File: src/rtl/stage_id.sv
// stage_id: RV32I decode/issue stage feeding the execute-stage operand bundle.
//
// Accepts fetched instructions over a valid/ready handshake, reads the
// register file combinationally, blocks issue on RAW/WAW hazards tracked by
// a busy scoreboard, and holds the decoded bundle in an output register with
// its own valid/ready handshake. Unsupported opcodes are consumed and
// reported through a one-cycle illegal pulse.
//
// Ports:
//   clk, rst                      clock, asynchronous active-low reset
//   in_valid/in_ready/in_pc/in_instr   fetch handshake and payload
//   rs1_addr/rs2_addr             register file read addresses (from in_instr)
//   rs1_data/rs2_data             register file read data (same cycle)
//   wb_valid/wb_rd/wb_data        writeback strobe clearing scoreboard bits
//   flush                         redirect; kills the output register
//   out_valid/out_ready           EX handshake
//   out_pc/out_rd/out_rd_valid/out_a/out_b/out_offset/out_unit/out_op
//                                 EX operand bundle (unit: 0=ALU, 1=BRU)
//   illegal/illegal_pc            dropped-instruction pulse and its pc
//
// Build option: define STAGE_ID_WB_BYPASS_EN to forward wb_data into the
// sources and issue in the same cycle as the matching writeback.

module stage_id #(
    parameter int unsigned Width   = 32,
    parameter int unsigned NumRegs = 32
) (
    input  logic             clk,
    input  logic             rst,
    input  logic             in_valid,
    output logic             in_ready,
    input  logic [Width-1:0] in_pc,
    input  logic [31:0]      in_instr,
    output logic [4:0]       rs1_addr,
    output logic [4:0]       rs2_addr,
    input  logic [Width-1:0] rs1_data,
    input  logic [Width-1:0] rs2_data,
    input  logic             wb_valid,
    input  logic [4:0]       wb_rd,
    input  logic [Width-1:0] wb_data,
    input  logic             flush,
    output logic             out_valid,
    input  logic             out_ready,
    output logic [Width-1:0] out_pc,
    output logic [4:0]       out_rd,
    output logic             out_rd_valid,
    output logic [Width-1:0] out_a,
    output logic [Width-1:0] out_b,
    output logic [Width-1:0] out_offset,
    output logic [1:0]       out_unit,
    output logic [3:0]       out_op,
    output logic             illegal,
    output logic [Width-1:0] illegal_pc
);

    typedef enum logic [1:0] {
        UnitAlu = 2'd0,
        UnitBru = 2'd1
    } unit_e;

    typedef enum logic [6:0] {
        OpcOpImm  = 7'b0010011,
        OpcOp     = 7'b0110011,
        OpcLui    = 7'b0110111,
        OpcAuipc  = 7'b0010111,
        OpcJal    = 7'b1101111,
        OpcJalr   = 7'b1100111,
        OpcBranch = 7'b1100011
    } opcode_e;

    typedef struct packed {
        logic [Width-1:0] pc;
        logic [4:0]       rd;
        logic             rd_valid;
        logic [Width-1:0] a;
        logic [Width-1:0] b;
        logic [Width-1:0] offset;
        unit_e            unit;
        logic [3:0]       op;
    } payload_t;

    // Instruction fields
    logic [6:0] opcode;
    logic [4:0] rd, rs1, rs2;
    logic [2:0] funct3;
    logic       alt;
    logic [31:0] imm_i32, imm_u32, imm_b32, imm_j32;

    assign opcode   = in_instr[6:0];
    assign rd       = in_instr[11:7];
    assign funct3   = in_instr[14:12];
    assign rs1      = in_instr[19:15];
    assign rs2      = in_instr[24:20];
    assign alt      = in_instr[30];
    assign rs1_addr = rs1;
    assign rs2_addr = rs2;

    assign imm_i32 = {{20{in_instr[31]}}, in_instr[31:20]};
    assign imm_u32 = {in_instr[31:12], 12'b0};
    assign imm_b32 = {{19{in_instr[31]}}, in_instr[31], in_instr[7],
                      in_instr[30:25], in_instr[11:8], 1'b0};
    assign imm_j32 = {{11{in_instr[31]}}, in_instr[31], in_instr[19:12],
                      in_instr[20], in_instr[30:21], 1'b0};

    // Source operands; x0 always reads zero
    logic             wb_hit1, wb_hit2;
    logic [Width-1:0] src1, src2;

`ifdef STAGE_ID_WB_BYPASS_EN
    assign wb_hit1 = wb_valid & (wb_rd == rs1) & (rs1 != 5'd0);
    assign wb_hit2 = wb_valid & (wb_rd == rs2) & (rs2 != 5'd0);
    assign src1    = (rs1 == 5'd0) ? '0 : (wb_hit1 ? wb_data : rs1_data);
    assign src2    = (rs2 == 5'd0) ? '0 : (wb_hit2 ? wb_data : rs2_data);
`else
    logic unused_wb_data;
    assign unused_wb_data = ^wb_data;
    assign wb_hit1 = 1'b0;
    assign wb_hit2 = 1'b0;
    assign src1    = (rs1 == 5'd0) ? '0 : rs1_data;
    assign src2    = (rs2 == 5'd0) ? '0 : rs2_data;
`endif

    // State
    payload_t           pay_q, pay_d;
    logic               out_valid_q, out_valid_d;
    logic [NumRegs-1:0] busy_q, busy_d;
    logic               illegal_q, illegal_d;
    logic [Width-1:0]   illegal_pc_q, illegal_pc_d;

    // Decode
    payload_t dec;
    logic     legal, use1, use2, writes;

    always_comb begin
        dec    = '0;
        legal  = 1'b0;
        use1   = 1'b0;
        use2   = 1'b0;
        writes = 1'b0;
        dec.pc = in_pc;
        case (opcode)
            OpcOpImm: begin
                legal  = 1'b1;
                use1   = 1'b1;
                writes = 1'b1;
                dec.op = {alt & (funct3 == 3'b101), funct3};
                dec.a  = src1;
                dec.b  = Width'($signed(imm_i32));
            end
            OpcOp: begin
                legal  = 1'b1;
                use1   = 1'b1;
                use2   = 1'b1;
                writes = 1'b1;
                dec.op = {alt & ((funct3 == 3'b000) | (funct3 == 3'b101)), funct3};
                dec.a  = src1;
                dec.b  = src2;
            end
            OpcLui: begin
                legal  = 1'b1;
                writes = 1'b1;
                dec.b  = Width'($signed(imm_u32));
            end
            OpcAuipc: begin
                legal  = 1'b1;
                writes = 1'b1;
                dec.a  = in_pc;
                dec.b  = Width'($signed(imm_u32));
            end
            OpcJal: begin
                legal    = 1'b1;
                writes   = 1'b1;
                dec.unit = UnitBru;
                dec.a    = in_pc;
                dec.b    = Width'($signed(imm_j32));
            end
            OpcJalr: begin
                legal    = 1'b1;
                use1     = 1'b1;
                writes   = 1'b1;
                dec.unit = UnitBru;
                dec.a    = src1;
                dec.b    = Width'($signed(imm_i32));
            end
            OpcBranch: begin
                // funct3 010/011 are not defined branch compares
                legal      = (funct3[2:1] != 2'b01);
                use1       = 1'b1;
                use2       = 1'b1;
                dec.unit   = UnitBru;
                dec.op     = {1'b1, funct3};
                dec.a      = src1;
                dec.b      = src2;
                dec.offset = Width'($signed(imm_b32));
            end
            default: ;
        endcase
        dec.rd       = writes ? rd : 5'd0;
        dec.rd_valid = writes & (rd != 5'd0);
    end

    // Hazards: a source is blocked by an outstanding write in the scoreboard
    // or by the bundle still waiting in the output register.
    logic pend1, pend2, pend_rd, raw1, raw2, waw, hazard;
    logic in_fire, out_fire;

    assign pend1   = out_valid_q & pay_q.rd_valid & (pay_q.rd == rs1);
    assign pend2   = out_valid_q & pay_q.rd_valid & (pay_q.rd == rs2);
    assign pend_rd = out_valid_q & pay_q.rd_valid & (pay_q.rd == rd);
    assign raw1    = use1 & (rs1 != 5'd0) & ((busy_q[rs1] & ~wb_hit1) | pend1);
    assign raw2    = use2 & (rs2 != 5'd0) & ((busy_q[rs2] & ~wb_hit2) | pend2);
    assign waw     = dec.rd_valid & (busy_q[rd] | pend_rd);
    assign hazard  = legal & (raw1 | raw2 | waw);

    assign in_ready = (~out_valid_q | out_ready) & ~hazard & ~flush;
    assign in_fire  = in_valid & in_ready;
    assign out_fire = out_valid_q & out_ready;

    always_comb begin
        pay_d        = pay_q;
        out_valid_d  = out_valid_q;
        illegal_d    = in_fire & ~legal;
        illegal_pc_d = (in_fire & ~legal) ? in_pc : illegal_pc_q;
        if (flush) begin
            out_valid_d = 1'b0;
        end else if (in_fire & legal) begin
            pay_d       = dec;
            out_valid_d = 1'b1;
        end else if (out_fire) begin
            out_valid_d = 1'b0;
        end
    end

    // Set is applied after clear so an issue to r wins over a writeback to r.
    always_comb begin
        busy_d = busy_q;
        for (int unsigned r = 1; r < NumRegs; r++) begin
            if (wb_valid && (wb_rd == 5'(r))) busy_d[r] = 1'b0;
            if (out_fire && pay_q.rd_valid && (pay_q.rd == 5'(r))) busy_d[r] = 1'b1;
        end
        busy_d[0] = 1'b0;
    end

    always_ff @(posedge clk or negedge rst) begin
        if (!rst) begin
            pay_q        <= '0;
            out_valid_q  <= 1'b0;
            busy_q       <= '0;
            illegal_q    <= 1'b0;
            illegal_pc_q <= '0;
        end else begin
            pay_q        <= pay_d;
            out_valid_q  <= out_valid_d;
            busy_q       <= busy_d;
            illegal_q    <= illegal_d;
            illegal_pc_q <= illegal_pc_d;
        end
    end

    assign out_valid    = out_valid_q;
    assign out_pc       = pay_q.pc;
    assign out_rd       = pay_q.rd;
    assign out_rd_valid = pay_q.rd_valid;
    assign out_a        = pay_q.a;
    assign out_b        = pay_q.b;
    assign out_offset   = pay_q.offset;
    assign out_unit     = pay_q.unit;
    assign out_op       = pay_q.op;
    assign illegal      = illegal_q;
    assign illegal_pc   = illegal_pc_q;

endmodule

File: config.mk
export PLATFORM = sky130hd
export DESIGN_NAME = stage_id
export DESIGN_NICKNAME = d
export VERILOG_FILES = /design/src/rtl/stage_id.sv
export SDC_FILE = /design/constraint.sdc
export NUM_CORES = 1
export LEC_CHECK = 0
export CAP_MARGIN = 0
export CELL_PAD_IN_SITES_DETAIL_PLACEMENT = 1
export CELL_PAD_IN_SITES_GLOBAL_PLACEMENT = 2
export CORE_ASPECT_RATIO = 0.8
export CORE_UTILIZATION = 28
export DETAILED_ROUTE_END_ITERATION = 12
export PLACE_DENSITY_LB_ADDON = 0.2
export SLEW_MARGIN = 20
export SYNTH_ARGS = -nofsm -noshare
export SYNTH_HDL_FRONTEND = slang
export SYNTH_SLANG_ARGS = --single-unit
File: constraint.sdc
create_clock -name clk -period 4.6 [get_ports clk]
set_clock_uncertainty 0.05 [all_clocks]
set_input_delay 1.15 -clock clk [delete_from_list [all_inputs] [get_ports clk]]
set_output_delay 1.15 -clock clk [all_outputs]
set_load 0.005 [all_outputs]
==> qor.txt, run 1 <==
OUTCOME
--------------------------------------------------------------------------------------------------------
Outcome                                                                                        completed

TIMING
--------------------------------------------------------------------------------------------------------
Share of the cycle needed by the critical path after routing                                      0.9904
Fmax                                                                                          0.2195 GHz
Final Hold Viols                                                                                       0
Post-route minimum period                                                                       4.556 ns
Transition at the pin with the smallest max-transition slack                                   0.9637 ns
Endpoints failing setup                                                                                0
Count of pins over their slew limit                                                                    0
Worst-case headroom to the max-slew limit                                                         0.3575
Final sum of negative setup slack                                                                   0 ns
Post-Route Hold Slack                                                                          0.4430 ns

SETUP PATH
--------------------------------------------------------------------------------------------------------
Critical setup path kind                                                                          in2out
Critical path data required time                                                                 3.40 ns
WP buf/inv                                                                                             2
CP top delay family                                                                         multiplexers
Highest fanout seen on the critical path                                                               4
Max stage delay on crit path                                                                     0.63 ns
Worst Setup End Kind                                                                          output pin
Kind of start point of the critical path                                                    primary input
Arrival time reported for the critical path endpoint                                             3.36 ns
Crit-path slowest cell                                                                      sky130_fd_sc_hd__mux4_4
Worst path cell trace                                                                       buf_8 -> mux4_4 -> mux4_2 -> or3b_1 -> a32o_2 -> o21ai_2 -> and2_1 -> buf_2

CLOCK NETWORK
--------------------------------------------------------------------------------------------------------
Root buffer cell                                                                            sky130_fd_sc_hd__clkbuf_16
Clk Latency, worst-skew pair                                                                     0.45 ns
Post-CTS clock slew at the launch and capture registers of the worst setup and hold paths        0.07 ns
Maximum level of the CTS H-tree                                                                        4
Clock buffers created by TritonCTS                                                                    17
Clock sink count                                                                                     184
Maximum clock path buffer count                                                                        2
TritonCTS clock tree                                                                               built

FINISH
--------------------------------------------------------------------------------------------------------
Most frequent cells in the layout                                                           sky130_fd_sc_hd__clkdlybuf4s50_1 (312), sky130_fd_sc_hd__dfrtp_1 (184), sky130_fd_sc_hd__buf_4 (79)
Area Growth Syn to Fin                                                                            48.05%
Share of cells above drive strength 1                                                             0.2610
Post-layout instance area                                                                     14300 um^2
Post-route core utilization                                                                       0.4234
Layout net count                                                                                    1296
Most frequent standard cell in the layout excluding fill and tap cells                      sky130_fd_sc_hd__clkdlybuf4s50_1
Final Non-Filler Cells                                                                              1574

YOSYS
--------------------------------------------------------------------------------------------------------
Post-synthesis cell type with the largest combined area                                     sky130_fd_sc_hd__dfrtp_1
Ranking of synthesized cells by area                                                        sky130_fd_sc_hd__dfrtp_1 (48%), sky130_fd_sc_hd__mux2_4 (12%), sky130_fd_sc_hd__mux2_2 (7.0%), sky130_fd_sc_hd__a22o_1 (4.1%), sky130_fd_sc_hd__mux4_2 (4.0%)
Sequential cell area fraction in the yosys report                                                 0.4766
Dominant synthesized flop cell                                                              sky130_fd_sc_hd__dfrtp_1
Post-synthesis sequential element count                                                              184
Mapped cell area                                                                               9661 um^2
Yosys warnings                                                                                         0
Fraction of registers with async set/reset                                                         1.000
Fraction of post-synthesis cell area in the top cell type by area                                 0.4766
Yosys cell types                                                                                      53
Synthesized instance count                                                                           767
Synth Area per Inst                                                                           12.60 um^2
Number of enable flip-flop cells after synthesis                                                       0

FLOORPLAN
--------------------------------------------------------------------------------------------------------
Area of the core                                                                              33780 um^2
Overall die width                                                                               209.7 um
DIE HEIGHT                                                                                      168.1 um
Top-Level Pins                                                                                       356
Core Rows                                                                                             60
Die Outline Area                                                                              35250 um^2
Effective utilization at floorplan                                                                0.2860

POWER
--------------------------------------------------------------------------------------------------------
Peak supply drop                                                                             0.0002018 V
Leakage power summed over all cells                                                          0.006177 uW
Power per unit of standard cell area                                                        325.8 nW/um^2

GRT
--------------------------------------------------------------------------------------------------------
Number of global-route vias before repair                                                           8078
GR Util All Layers                                                                                0.1971
Total grt overflow                                                                                     0
Pin count of the biggest net entering global routing                                                 108
Initial antenna violation count                                                                        2
First-pass GRT wire length                                                                      52050 um

JOB
--------------------------------------------------------------------------------------------------------
MaxCap Viol Count                                                                                      0

PLACED DESIGN
--------------------------------------------------------------------------------------------------------
Cell area after placement                                                                     13640 um^2
HPWL Detailed                                                                                   25670 um
Quantity of I/O buffers inserted on ports                                                            321
Placer Congestion                                                                                 0.8446
Placed Cells                                                                                        1535

DRT
--------------------------------------------------------------------------------------------------------
DRC marker count from the first detailed-route iteration                                             422
Routed via count                                                                                    7754
DRC errors left                                                                                        0
Aggregate routed wire length                                                                    34340 um
Router iterations before antenna repair                                                                4
Number of antenna-violating nets in the routed design                                                  0
DR WL/cell                                                                                      21.81 um
Vias per inst                                                                                      4.926

WORST HOLD PATH
--------------------------------------------------------------------------------------------------------
Hold Path Class                                                                                  reg2reg

[registers in the layout, indices dropped and copies added, names as in the netlist, 4 cells and up]
register and flops:
out_b 32, busy_q 31, out_a 32, out_offset 12
out_pc 32, illegal_pc 32, out_rd 5, out_op 4
[path summary, 6_finish.rpt]
check	start	end	slack, ns	cells past startpoint
worst max-delay path	in_instr[20]	in_ready	0.04	8
worst min-delay path	out_b[23]	out_b[23]	0.44	1
worst max register to register	busy_q[8]	out_pc[30]	1.02	9
worst min register to register	out_b[23]	out_b[23]	0.44	1
max in group asynchronous	rst	out_pc[26]	2.87	2
min in group asynchronous	rst	out_b[9]	0.72	1
[final cells by class]
cell class | count | area [um^2]
Antenna cell | 2 | 5.005
Clock buffer | 20 | 466.7
Clock inverter | 12 | 130.1
Fill cell | 3593 | 19480
Inverter | 24 | 90.09
Multi-Input combinational cell | 485 | 4414
Sequential cell | 184 | 4604
Tap cell | 434 | 543.0
Timing Repair Buffer | 413 | 4049
[synthesized netlist by cell type, types with 10 or more instances]
cell type,number
sky130_fd_sc_hd__a22o_1,45
sky130_fd_sc_hd__a22oi_1,20
sky130_fd_sc_hd__buf_4,34
sky130_fd_sc_hd__clkbuf_1,23
sky130_fd_sc_hd__dfrtp_1,184
sky130_fd_sc_hd__inv_1,24
sky130_fd_sc_hd__mux2_2,60
sky130_fd_sc_hd__mux2_4,75
sky130_fd_sc_hd__mux2i_1,23
sky130_fd_sc_hd__mux4_2,17
sky130_fd_sc_hd__nand2_1,54
sky130_fd_sc_hd__nand2b_1,10
sky130_fd_sc_hd__nand3_1,15
sky130_fd_sc_hd__nor2_1,11
sky130_fd_sc_hd__o21ai_0,68
sky130_fd_sc_hd__o2bb2ai_1,10
sky130_fd_sc_hd__xor2_1,13
[worst reg2reg max path: stages, from the launching register on]
cell	delay, ns
sky130_fd_sc_hd__dfrtp_1	0.41
sky130_fd_sc_hd__mux4_4	0.61
sky130_fd_sc_hd__mux4_2	0.47
sky130_fd_sc_hd__or3b_1	0.38
sky130_fd_sc_hd__a32o_2	0.26
sky130_fd_sc_hd__buf_4	0.15
sky130_fd_sc_hd__a2111oi_4	0.35
sky130_fd_sc_hd__buf_12	0.24
sky130_fd_sc_hd__buf_12	0.20
sky130_fd_sc_hd__mux2_2	0.34
[power by group]
part / leakage, uW / total [uW] / internal (uW) / switching (uW)
sequential: 0.00241 / 1950 / 1800 / 154
clock: 0.000286 / 1520 / 808 / 712
combinational: 0.00348 / 1190 / 743 / 442
total: 0.00618 / 4660 / 3350 / 1310
[what timing repair did]
item,CTS,global route
setup endpoints to repair,1,1
hold buffers,0,0
pin swaps,7,4
setup buffers,4,1
gates cloned,0,0
resized for setup,24,5
[cells by family after synthesis]
kind of cell	after synthesis	share of synthesized area
buf+inv	99	0.07149
mux	178	0.2549
compound gates	162	0.1167
flops	184	0.4766
other cells	1	0.0003882
xor+xnor	16	0.01451
simple gates	127	0.06540
[through the flow]
step	total power (uW)	setup WS [ns]
2_1_floorplan	2401	0.2999
3_3_place_gp	3161	-1.038
3_5_place_dp	3170	-1.031
4_1_cts	4732	-0.01509
5_1_grt	4886	-0.007317
6_report	4659	0.04425
[layer usage]
layer	vias up	track usage	share of wire
met5	-	0	0
met4	0	0.05459	0.013
met3	27	0.04234	0.045
met2	192	0.3010	0.46
met1	4037	0.2803	0.49
li1	3498	-	-
No activity file was read; power rests on OpenSTA's default activity.
==> run 2, diff against run 1 <==
--- a/config.mk
+++ b/config.mk
@@ -9,8 +9,10 @@
 export CELL_PAD_IN_SITES_DETAIL_PLACEMENT = 1
 export CELL_PAD_IN_SITES_GLOBAL_PLACEMENT = 2
 export CORE_ASPECT_RATIO = 0.8
+export CORE_MARGIN = 1
 export CORE_UTILIZATION = 28
 export DETAILED_ROUTE_END_ITERATION = 12
+export GPL_ROUTABILITY_DRIVEN = 0
 export PLACE_DENSITY_LB_ADDON = 0.2
 export SLEW_MARGIN = 20
 export SYNTH_ARGS = -nofsm -noshare
==> results of run 2 <==
Same layout as run 1: the final DEF is identical, and so are final timing and power.
==> run 3, diff against run 2 <==
--- a/config.mk
+++ b/config.mk
@@ -8,7 +8,7 @@
 export CAP_MARGIN = 0
 export CELL_PAD_IN_SITES_DETAIL_PLACEMENT = 1
 export CELL_PAD_IN_SITES_GLOBAL_PLACEMENT = 2
-export CORE_ASPECT_RATIO = 0.8
+export CORE_ASPECT_RATIO = 2
 export CORE_MARGIN = 1
 export CORE_UTILIZATION = 28
 export DETAILED_ROUTE_END_ITERATION = 12
==> qor.txt, run 3 (synthesis results as in run 1) <==
TIMING
--------------------------------------------------------------------------------------------------------
Share of the cycle needed by the critical path after routing                                      0.9988
Transition at the pin with the smallest max-transition slack                                   0.8015 ns
Endpoints failing setup                                                                                0
Post-route minimum period                                                                       4.594 ns
Fmax                                                                                          0.2177 GHz
Worst-case headroom to the max-slew limit                                                         0.4657
Post-layout worst setup margin                                                               0.005637 ns
Setup repair after global routing missed its margin                                                 true
Final Hold Viols                                                                                       0
Post-Route Hold Slack                                                                          0.4440 ns
Count of pins over their slew limit                                                                    0
Final sum of negative setup slack                                                                   0 ns

DRT
--------------------------------------------------------------------------------------------------------
Number of antenna-violating nets in the routed design                                                  0
DRC marker count from the first detailed-route iteration                                             267
DR WL/cell                                                                                      23.61 um
Router iterations before antenna repair                                                                4
DRC errors left                                                                                        0
Routed via count                                                                                    7872
Aggregate routed wire length                                                                    37370 um
Vias per inst                                                                                      4.973

SETUP PATH
--------------------------------------------------------------------------------------------------------
Critical setup path kind                                                                          in2out
Worst Setup End Kind                                                                          output pin
Critical path data required time                                                                 3.40 ns
Max stage delay on crit path                                                                     0.63 ns
CP top delay family                                                                         multiplexers
Worst-case register-to-register setup slack                                                      0.97 ns
Highest fanout seen on the critical path                                                               3
Arrival time reported for the critical path endpoint                                             3.39 ns
Worst path cell trace                                                                       buf_8 -> mux4_4 -> mux4_2 -> or3b_1 -> a32o_2 -> o21ai_2 -> and2_1 -> buf_2
WP buf/inv                                                                                             2
Kind of start point of the critical path                                                    primary input
Crit-path slowest cell                                                                      sky130_fd_sc_hd__mux4_4

FINISH
--------------------------------------------------------------------------------------------------------
Final Non-Filler Cells                                                                              1583
Layout net count                                                                                    1302
Most frequent standard cell in the layout excluding fill and tap cells                      sky130_fd_sc_hd__clkdlybuf4s50_1
Count of fill cells added during filler insertion                                                   3665
Share of cells above drive strength 1                                                             0.2657
Area Growth Syn to Fin                                                                            48.59%
Most frequent cells in the layout                                                           sky130_fd_sc_hd__clkdlybuf4s50_1 (309), sky130_fd_sc_hd__dfrtp_1 (184), sky130_fd_sc_hd__buf_4 (83)

FLOORPLAN
--------------------------------------------------------------------------------------------------------
Top-Level Pins                                                                                       356
Effective utilization at floorplan                                                                0.2862
Core Rows                                                                                             95
Die Outline Area                                                                              35290 um^2
DIE HEIGHT                                                                                      264.7 um
Area of the core                                                                              33760 um^2
Overall die width                                                                               133.3 um

GRT
--------------------------------------------------------------------------------------------------------
Number of global-route vias before repair                                                           8593
First-pass GRT wire length                                                                      55440 um
Total grt overflow                                                                                     0
GR Util All Layers                                                                                0.2161
Pin count of the biggest net entering global routing                                                  95
Initial antenna violation count                                                                        3

PLACED DESIGN
--------------------------------------------------------------------------------------------------------
Quantity of I/O buffers inserted on ports                                                            321
Worst setup slack after placement                                                              -1.155 ns
HPWL Detailed                                                                                   29590 um
Placed Cells                                                                                        1547

OUTCOME
--------------------------------------------------------------------------------------------------------
Outcome                                                                                        completed

POWER
--------------------------------------------------------------------------------------------------------
Power per unit of standard cell area                                                        324.9 nW/um^2
Leakage power summed over all cells                                                          0.006239 uW
Peak supply drop                                                                             0.0002742 V
Total design power                                                                               4664 uW

CLOCK NETWORK
--------------------------------------------------------------------------------------------------------
TritonCTS clock tree                                                                               built
Number of buffers inserted for hold repair after clock tree synthesis                                  0
Maximum clock path buffer count                                                                        2
Clock buffers created by TritonCTS                                                                    17
Post-CTS clock slew at the launch and capture registers of the worst setup and hold paths        0.07 ns
Clk Latency, worst-skew pair                                                                     0.45 ns
Clock sink count                                                                                     184
Root buffer cell                                                                            sky130_fd_sc_hd__clkbuf_16
Maximum level of the CTS H-tree                                                                        4

JOB
--------------------------------------------------------------------------------------------------------
MaxCap Viol Count                                                                                      0

WORST HOLD PATH
--------------------------------------------------------------------------------------------------------
Hold Path Class                                                                                  reg2reg

## run 3: area by class of cell
class / count / area (um^2) / share of cell area
flip-flops and latches: 184 / 4604 / 0.3208
repair buffers: 419 / 4083 / 0.2844
well taps: 436 / 545.5 / 0.03800
multi-input cells: 485 / 4439 / 0.3092
clock buffers: 18 / 429.2 / 0.02990
clock inverters: 14 / 156.4 / 0.01090
inverters: 24 / 90.09 / 0.006276
diodes: 3 / 7.507 / 0.0005230
## run 3: path summary, 6_finish.rpt
| check | from | cells past startpoint | end |
|---|---|---|---|
| setup / recovery | in_instr[20] | 8 | in_ready |
| hold / removal | out_b[23] | 1 | out_b[23] |
| setup reg to reg | busy_q[13] | 9 | out_b[2] |
| hold reg to reg | out_b[23] | 1 | out_b[23] |
| max in group asynchronous | rst | 2 | out_a[5] |
| min in group asynchronous | rst | 1 | illegal_pc[14] |
## run 3: power breakdown
part	leakage [uW]	switching, uW	internal (uW)	total, uW
Clock	0.000283	757	730	1490
Sequential	0.00241	159	1800	1960
Combinational	0.00355	475	745	1220
Total	0.00624	1390	3270	4660
## run 3: per-stage QoR
step	utilization	instance area (um^2)
2_1_floorplan	-	9664
3_3_place_gp	0.4049	13670
3_5_place_dp	0.4049	13670
4_1_cts	0.4242	14320
5_1_grt	0.4252	14360
6_report	0.4252	14360
## run 3: timing repair
item / in CTS / in global routing
buffers inserted: 2 / 0
endpoints found under the setup margin: 1 / 1
pin swaps: 7 / 6
resized for setup: 30 / 10
## run 3: routing by layer
layer / up-vias / wire, um / track usage
met5: - / 0 / 0
met4: 0 / 2133 / 0.1354
met3: 85 / 1840 / 0.03844
met2: 300 / 21210 / 0.4168
met1: 3989 / 12180 / 0.2059
li1: 3498 / - / -
